## src/rtl/adc_scan_sequencer_if.sv

```systemverilog
// ADC handshake and sample-bank write port of the phototransistor scan sequencer.
// The sequencer is the master; the ADC/mux/sample-bank side is the slave.
interface adc_scan_sequencer_if;
    logic [2:0] mux_addr;
    logic       adc_start;
    logic [7:0] adc_data;
    logic       adc_done;
    logic       sample_we;
    logic [2:0] sample_addr;
    logic [7:0] sample_data;

    modport master (
        output mux_addr, adc_start, sample_we, sample_addr, sample_data,
        input  adc_data, adc_done
    );

    modport slave (
        input  mux_addr, adc_start, sample_we, sample_addr, sample_data,
        output adc_data, adc_done
    );
endinterface

```

## src/rtl/adc_scan_sequencer.sv

```systemverilog
// Scans the phototransistor channels through the analog mux, converts each one,
// writes the results to the sample bank and publishes the darkest channel and
// the goalie-move decision once per completed frame.
//
// state      | meaning
// -----------+-------------------------------------------------------------
// IDLE       | parked on channel 0, waiting for enable
// SETTLE     | mux address held while the analog front end settles
// START      | adc_start asserted for START_CYCLES cycles
// CONVERT    | waiting for synchronized done, bounded by CONV_TIMEOUT
// CAPTURE    | sample_we strobe, running minimum update
// NEXT       | advance channel or finish the frame
// FRAME_DONE | frame result visible, frame_valid pulse
module adc_scan_sequencer #(
    parameter int NUM_CH        = 8,
    parameter int SETTLE_CYCLES = 1000,
    parameter int START_CYCLES  = 4,
    parameter int CONV_TIMEOUT  = 20000,
    parameter int THRESHOLD     = 80
) (
    input  logic                 CLK100MHZ,
    input  logic                 resetn,
    input  logic                 enable,
    input  logic                 clear_err,
    adc_scan_sequencer_if.master adc,
    output logic                 frame_valid,
    output logic [2:0]           min_addr,
    output logic [7:0]           min_val,
    output logic                 move_goalie,
    output logic                 timeout_err
);

    localparam int MAX_A   = (SETTLE_CYCLES > START_CYCLES) ? SETTLE_CYCLES : START_CYCLES;
    localparam int MAX_CNT = (MAX_A > CONV_TIMEOUT) ? MAX_A : CONV_TIMEOUT;
    localparam int CNT_W   = $clog2(MAX_CNT + 1);

    localparam logic [CNT_W-1:0] SETTLE_LOAD = CNT_W'(SETTLE_CYCLES - 1);
    localparam logic [CNT_W-1:0] START_LOAD  = CNT_W'(START_CYCLES - 1);
    localparam logic [CNT_W-1:0] CONV_LOAD   = CNT_W'(CONV_TIMEOUT - 1);
    localparam logic [2:0]       LAST_CH     = 3'(NUM_CH - 1);
    // One bit wider than the sample so a threshold of 256 still compares correctly.
    localparam logic [8:0]       THRESH      = 9'(THRESHOLD);

    typedef enum logic [2:0] {
        IDLE, SETTLE, START, CONVERT, CAPTURE, NEXT, FRAME_DONE
    } state_t;

    state_t           state, state_nxt;
    logic [CNT_W-1:0] timer, timer_nxt;
    logic [2:0]       ch, ch_nxt;
    logic             timer_tc;
    logic             conv_done, conv_timeout, commit;

    logic             done_meta, done_sync;
    logic             cap_valid;
    logic [7:0]       run_min;
    logic [2:0]       run_idx;
    logic             run_valid;

    assign timer_tc      = (timer == '0);
    assign adc.mux_addr  = ch;
    assign adc.adc_start = (state == START);
    assign adc.sample_we = (state == CAPTURE);
    assign frame_valid   = (state == FRAME_DONE);

    // State, channel and down-counter registers.
    always_ff @(posedge CLK100MHZ) begin
        if (!resetn) begin
            state <= IDLE;
            timer <= '0;
            ch    <= '0;
        end else begin
            state <= state_nxt;
            timer <= timer_nxt;
            ch    <= ch_nxt;
        end
    end

    // Next-state, timer reload and event decode.
    always_comb begin
        state_nxt    = state;
        timer_nxt    = timer;
        ch_nxt       = ch;
        conv_done    = 1'b0;
        conv_timeout = 1'b0;
        commit       = 1'b0;
        case (state)
            IDLE: begin
                ch_nxt = '0;
                if (enable) begin
                    state_nxt = SETTLE;
                    timer_nxt = SETTLE_LOAD;
                end
            end
            SETTLE: begin
                if (timer_tc) begin
                    state_nxt = START;
                    timer_nxt = START_LOAD;
                end else begin
                    timer_nxt = timer - 1'b1;
                end
            end
            START: begin
                if (timer_tc) begin
                    state_nxt = CONVERT;
                    timer_nxt = CONV_LOAD;
                end else begin
                    timer_nxt = timer - 1'b1;
                end
            end
            CONVERT: begin
                // A done arriving on the last allowed cycle still counts as valid.
                if (done_sync) begin
                    conv_done = 1'b1;
                    state_nxt = CAPTURE;
                end else if (timer_tc) begin
                    conv_timeout = 1'b1;
                    state_nxt    = CAPTURE;
                end else begin
                    timer_nxt = timer - 1'b1;
                end
            end
            CAPTURE: state_nxt = NEXT;
            NEXT: begin
                if (ch == LAST_CH) begin
                    state_nxt = FRAME_DONE;
                    commit    = 1'b1;
                end else begin
                    ch_nxt    = ch + 3'd1;
                    state_nxt = SETTLE;
                    timer_nxt = SETTLE_LOAD;
                end
            end
            FRAME_DONE: begin
                ch_nxt = '0;
                if (enable) begin
                    state_nxt = SETTLE;
                    timer_nxt = SETTLE_LOAD;
                end else begin
                    state_nxt = IDLE;
                end
            end
            default: state_nxt = IDLE;
        endcase
    end

    // Done synchronizer, sample capture, running minimum, frame commit and error flag.
    always_ff @(posedge CLK100MHZ) begin
        if (!resetn) begin
            done_meta       <= 1'b0;
            done_sync       <= 1'b0;
            adc.sample_addr <= '0;
            adc.sample_data <= '0;
            cap_valid       <= 1'b0;
            run_min         <= 8'hFF;
            run_idx         <= '0;
            run_valid       <= 1'b0;
            min_addr        <= '0;
            min_val         <= 8'hFF;
            move_goalie     <= 1'b0;
            timeout_err     <= 1'b0;
        end else begin
            done_meta <= adc.adc_done;
            done_sync <= done_meta;

            if (conv_done || conv_timeout) begin
                adc.sample_data <= conv_done ? adc.adc_data : 8'hFF;
                adc.sample_addr <= ch;
                cap_valid       <= conv_done;
            end

            // First channel seeds the minimum; later ones need a valid, strictly smaller
            // value, or a valid value when everything so far has timed out.
            if (state == CAPTURE) begin
                if ((ch == '0) ||
                    (cap_valid && (!run_valid || (adc.sample_data < run_min)))) begin
                    run_min   <= adc.sample_data;
                    run_idx   <= ch;
                    run_valid <= cap_valid;
                end
            end

            if (commit) begin
                min_val     <= run_min;
                min_addr    <= run_idx;
                move_goalie <= run_valid && ({1'b0, run_min} < THRESH);
            end

            if (conv_timeout) begin
                timeout_err <= 1'b1;
            end else if (clear_err) begin
                timeout_err <= 1'b0;
            end
        end
    end

endmodule

```

## src/flat_wrapper.sv

```systemverilog
// flat-port wrapper written by rule: the top's interface ports become plain ports
module adc_scan_sequencer_flat 
#(
    parameter int NUM_CH        = 8,
    parameter int SETTLE_CYCLES = 1000,
    parameter int START_CYCLES  = 4,
    parameter int CONV_TIMEOUT  = 20000,
    parameter int THRESHOLD     = 80
)
  (CLK100MHZ, resetn, enable, clear_err, frame_valid, min_addr, min_val, move_goalie, timeout_err, adc_mux_addr, adc_adc_start, adc_sample_we, adc_sample_addr, adc_sample_data, adc_adc_data, adc_adc_done);
  adc_scan_sequencer_if adc_i ();
  input  logic CLK100MHZ;
  input  logic resetn;
  input  logic enable;
  input  logic clear_err;
  output logic frame_valid;
  output logic [2:0] min_addr;
  output logic [7:0] min_val;
  output logic move_goalie;
  output logic timeout_err;
  output wire logic [$bits(adc_i.mux_addr)-1:0] adc_mux_addr;
  output wire logic [$bits(adc_i.adc_start)-1:0] adc_adc_start;
  output wire logic [$bits(adc_i.sample_we)-1:0] adc_sample_we;
  output wire logic [$bits(adc_i.sample_addr)-1:0] adc_sample_addr;
  output wire logic [$bits(adc_i.sample_data)-1:0] adc_sample_data;
  input wire logic [$bits(adc_i.adc_data)-1:0] adc_adc_data;
  input wire logic [$bits(adc_i.adc_done)-1:0] adc_adc_done;
  assign adc_mux_addr = adc_i.mux_addr;
  assign adc_adc_start = adc_i.adc_start;
  assign adc_sample_we = adc_i.sample_we;
  assign adc_sample_addr = adc_i.sample_addr;
  assign adc_sample_data = adc_i.sample_data;
  assign adc_i.adc_data = adc_adc_data;
  assign adc_i.adc_done = adc_adc_done;
  adc_scan_sequencer #(.NUM_CH(NUM_CH), .SETTLE_CYCLES(SETTLE_CYCLES), .START_CYCLES(START_CYCLES), .CONV_TIMEOUT(CONV_TIMEOUT), .THRESHOLD(THRESHOLD)) u_core (.CLK100MHZ(CLK100MHZ), .resetn(resetn), .enable(enable), .clear_err(clear_err), .adc(adc_i), .frame_valid(frame_valid), .min_addr(min_addr), .min_val(min_val), .move_goalie(move_goalie), .timeout_err(timeout_err));
endmodule
```

## config.mk

```make
export PLATFORM = sky130hd
export DESIGN_NAME = adc_scan_sequencer_flat
export DESIGN_NICKNAME = d
export VERILOG_FILES = /design/src/rtl/adc_scan_sequencer_if.sv /design/src/rtl/adc_scan_sequencer.sv /design/src/flat_wrapper.sv
export SDC_FILE = /design/constraint.sdc
export NUM_CORES = 1
export LEC_CHECK = 0
export CAP_MARGIN = 20
export CORE_MARGIN = 2
export CORE_UTILIZATION = 40
export CTS_CLUSTER_DIAMETER = 80
export CTS_CLUSTER_SIZE = 8
export DETAILED_ROUTE_END_ITERATION = 7
export PLACE_DENSITY_LB_ADDON = 0.1
export SYNTH_ARGS = -nofsm -noshare
export SYNTH_HDL_FRONTEND = slang
export SYNTH_SLANG_ARGS = --single-unit
```

## constraint.sdc

```tcl
create_clock -name CLK100MHZ -period 2.8 [get_ports CLK100MHZ]
set_input_delay 0.56 -clock CLK100MHZ [delete_from_list [all_inputs] [get_ports CLK100MHZ]]
set_output_delay 0.56 -clock CLK100MHZ [all_outputs]
set_load 0.03 [all_outputs]
```

==> metrics <==
H-tree depth 3; Setup violations, final 0; total power 2.85 mW; Clk pin slew, worst setup/hold paths 0.07 ns; worst slew pin tran 0.750 ns; DR pass1 iterations 4; fin crit period 2.65 ns; Top FF cell, synth dfxtp_1; end of the worst register-to-register path u_core.adc.sample_addr[2]; status finished, final reports clean; CTS sink cnt 60; Hold Path Cell Cnt 1; Syn Nets 377; DRT iter0 DRCs 69; crit path kind reg -> out; Rows 32; Max transition margin 50.0%; flop-to-flop setup slack 0.55 ns; Max clock buf depth 2; initial core utilization 41.0%; Mean Syn Cell Area 8.95 sq um; largest net degree at the start of global routing 57; Hold Crit Class reg -> reg; CP max FO 17; post-CTS setup buffer count 0; nets@finish 417; die extent in y 92.8 um; Distinct cells, synth 61; Hold Path Sink u_core.done_sync; Worst R2R Path Depth 7; TritonCTS buffer count 9; buffers added on ports 42; Worst VDD drop 0.000394 V; detailed-placement wirelength estimate 5150 um; mapped cell area 3150 sq um; initial antenna violation count 0; hold slack 0.435 ns; Die Wd 92.8 um; cell type with the largest total area after synthesis dfxtp_1; CTS root buf clkbuf_8; critical path arrival 2.09 ns; Synth Register Bits 60; DR vias 2804; Area growth syn-to-layout 22.1%; DRC 0; Final Hold Viols 0; Die Area 8610 sq um; n_diodes 0; worst skew pair latency 0.34 ns; final-report max-slew violation count 0; Yosys warnings 0; Tot GR Track Use 18.3%; total gr overflow 0; max_cap viols 0; most frequent cells in the layout dfxtp_1, nand2_1, clkdlybuf4s50_1; Power Density 739 nW/um^2; I/O Pins 43; Mapped Cells 352; Pleak 1.50 nW; final antenna-violating net count 0; routed vias/inst 5.62; skew final 0.00694 ns; Area after DPL 3660 sq um; hold path startpoint u_core.done_meta; wire length per cell 15.2 um; Design Area, Final 3850 sq um; Critical Path RT 2.24 ns; TritonCTS clock tree done; Std-Cell Core Area 7690 sq um; vias in the first global route 2626; first-pass GRT wire length 12600 um; Post-CTS Hold Buffers 0; drt total wl 7600 um; Tcrit/Tclk final 94.6%; number of synthesized flops with an enable pin 0; fin util 50.1%; unrepaired setup endpoints after global routing no; CP Launch Type register; sequential area share after synthesis 38.1%; ys async rst share 0%; RR Startpoint u_core.timer[0]; gpl congestion 0.850; final setup TNS 0 ns; layout cells sized above 1 10.8%; most common cell after layout, fill and taps aside dfxtp_1; Synth area leaders dfxtp_1, nand2_1, ha_1; Crit. End Element output port; Peak Freq 377 MHz; share of the synthesized area in the top cell type 38.1%
synthesized netlist by cell type (8+ instances only):
library cell  instances
a211o_1               8
a21oi_1              11
clkbuf_1             17
dfxtp_1              60
ha_1                 12
inv_1                16
mux2i_1               8
nand2_1              52
nand3_1              11
nand4_1               8
nor2_1               16
o211ai_1             12
o221a_1              10
o311a_1               9
layer usage:
layer | vias up | wire length (um) | GRT usage, %
met3 | 7 | 354 | 4.48
met5 | - | 0 | 0
met2 | 59 | 3560 | 29.5
li1 | 1414 | - | -
met4 | 0 | 78 | 6.74
met1 | 1324 | 3600 | 23.6
cell families after synthesis:
logic type               count (synthesis)  synth area share (%)
buffers and inverters                   42                  5.88
adder cells (fa/ha/maj)                 12                  4.76
multiplexers                             8                  2.54
AND/OR/NAND/NOR                        123                  20.6
flip-flops                              60                  38.1
AO/OA/AOI/OAI                          107                  28.1
worst max path at each step:
stage	cells after the start	start	endpoint
after detailed placement	7	enable	u_core.timer[13]
final	2	u_core.state[0]	adc_sample_we
after floorplan	7	u_core.adc.sample_data[1]	u_core.run_min[2]
after global placement	3	u_core.state[1]	adc_adc_start
after CTS	3	u_core.state[1]	adc_adc_start
after global routing	2	u_core.state[0]	adc_sample_we
what timing repair did:
item | CTS | global route
hold endpoints to repair | 0 | 0
endpoints found under the setup margin | 0 | 1
resized for setup | 0 | 1
state kept, by name, indices dropped and copies added, names as in the netlist:
name                    cells
u_core.timer               15
u_core.adc.sample_data      8
u_core.min_val              8
u_core.run_min              8
u_core.adc.mux_addr         3
u_core.adc.sample_addr      3
u_core.min_addr             3
u_core.run_idx              3
u_core.state                3
u_core.cap_valid            1
u_core.done_meta            1
u_core.done_sync            1
u_core.move_goalie          1
u_core.run_valid            1
u_core.timeout_err          1
power by group:
part | internal, mW | switching [mW] | total (mW)
sequential | 0.944 | 0.163 | 1.11
combinational | 0.423 | 0.566 | 0.988
clock | 0.407 | 0.343 | 0.750
total | 1.77 | 1.07 | 2.85
metrics by stage:
stage	std cells	worst slack [ns]
after global placement	483	0.513
after floorplan	352	0.644
after CTS	499	0.0976
after global routing	499	0.0396
after detailed placement	483	0.470
final	499	0.150
worst max-delay path: stages (launching register included):
cell	delay (ns)
dfxtp_1	0.51
nor3b_4	0.49
clkdlybuf4s50_1	0.76
final cells by class:
cell class | instances | area [sq um]
Clock buffer | 11 | 131
Clock inverter | 5 | 52.6
Fill cell | 771 | 3840
Inverter | 17 | 63.8
Multi-Input combinational cell | 250 | 1770
Sequential cell | 60 | 1200
Tap cell | 102 | 128
Timing Repair Buffer | 54 | 505
No activity file was read; power rests on OpenSTA's default activity.
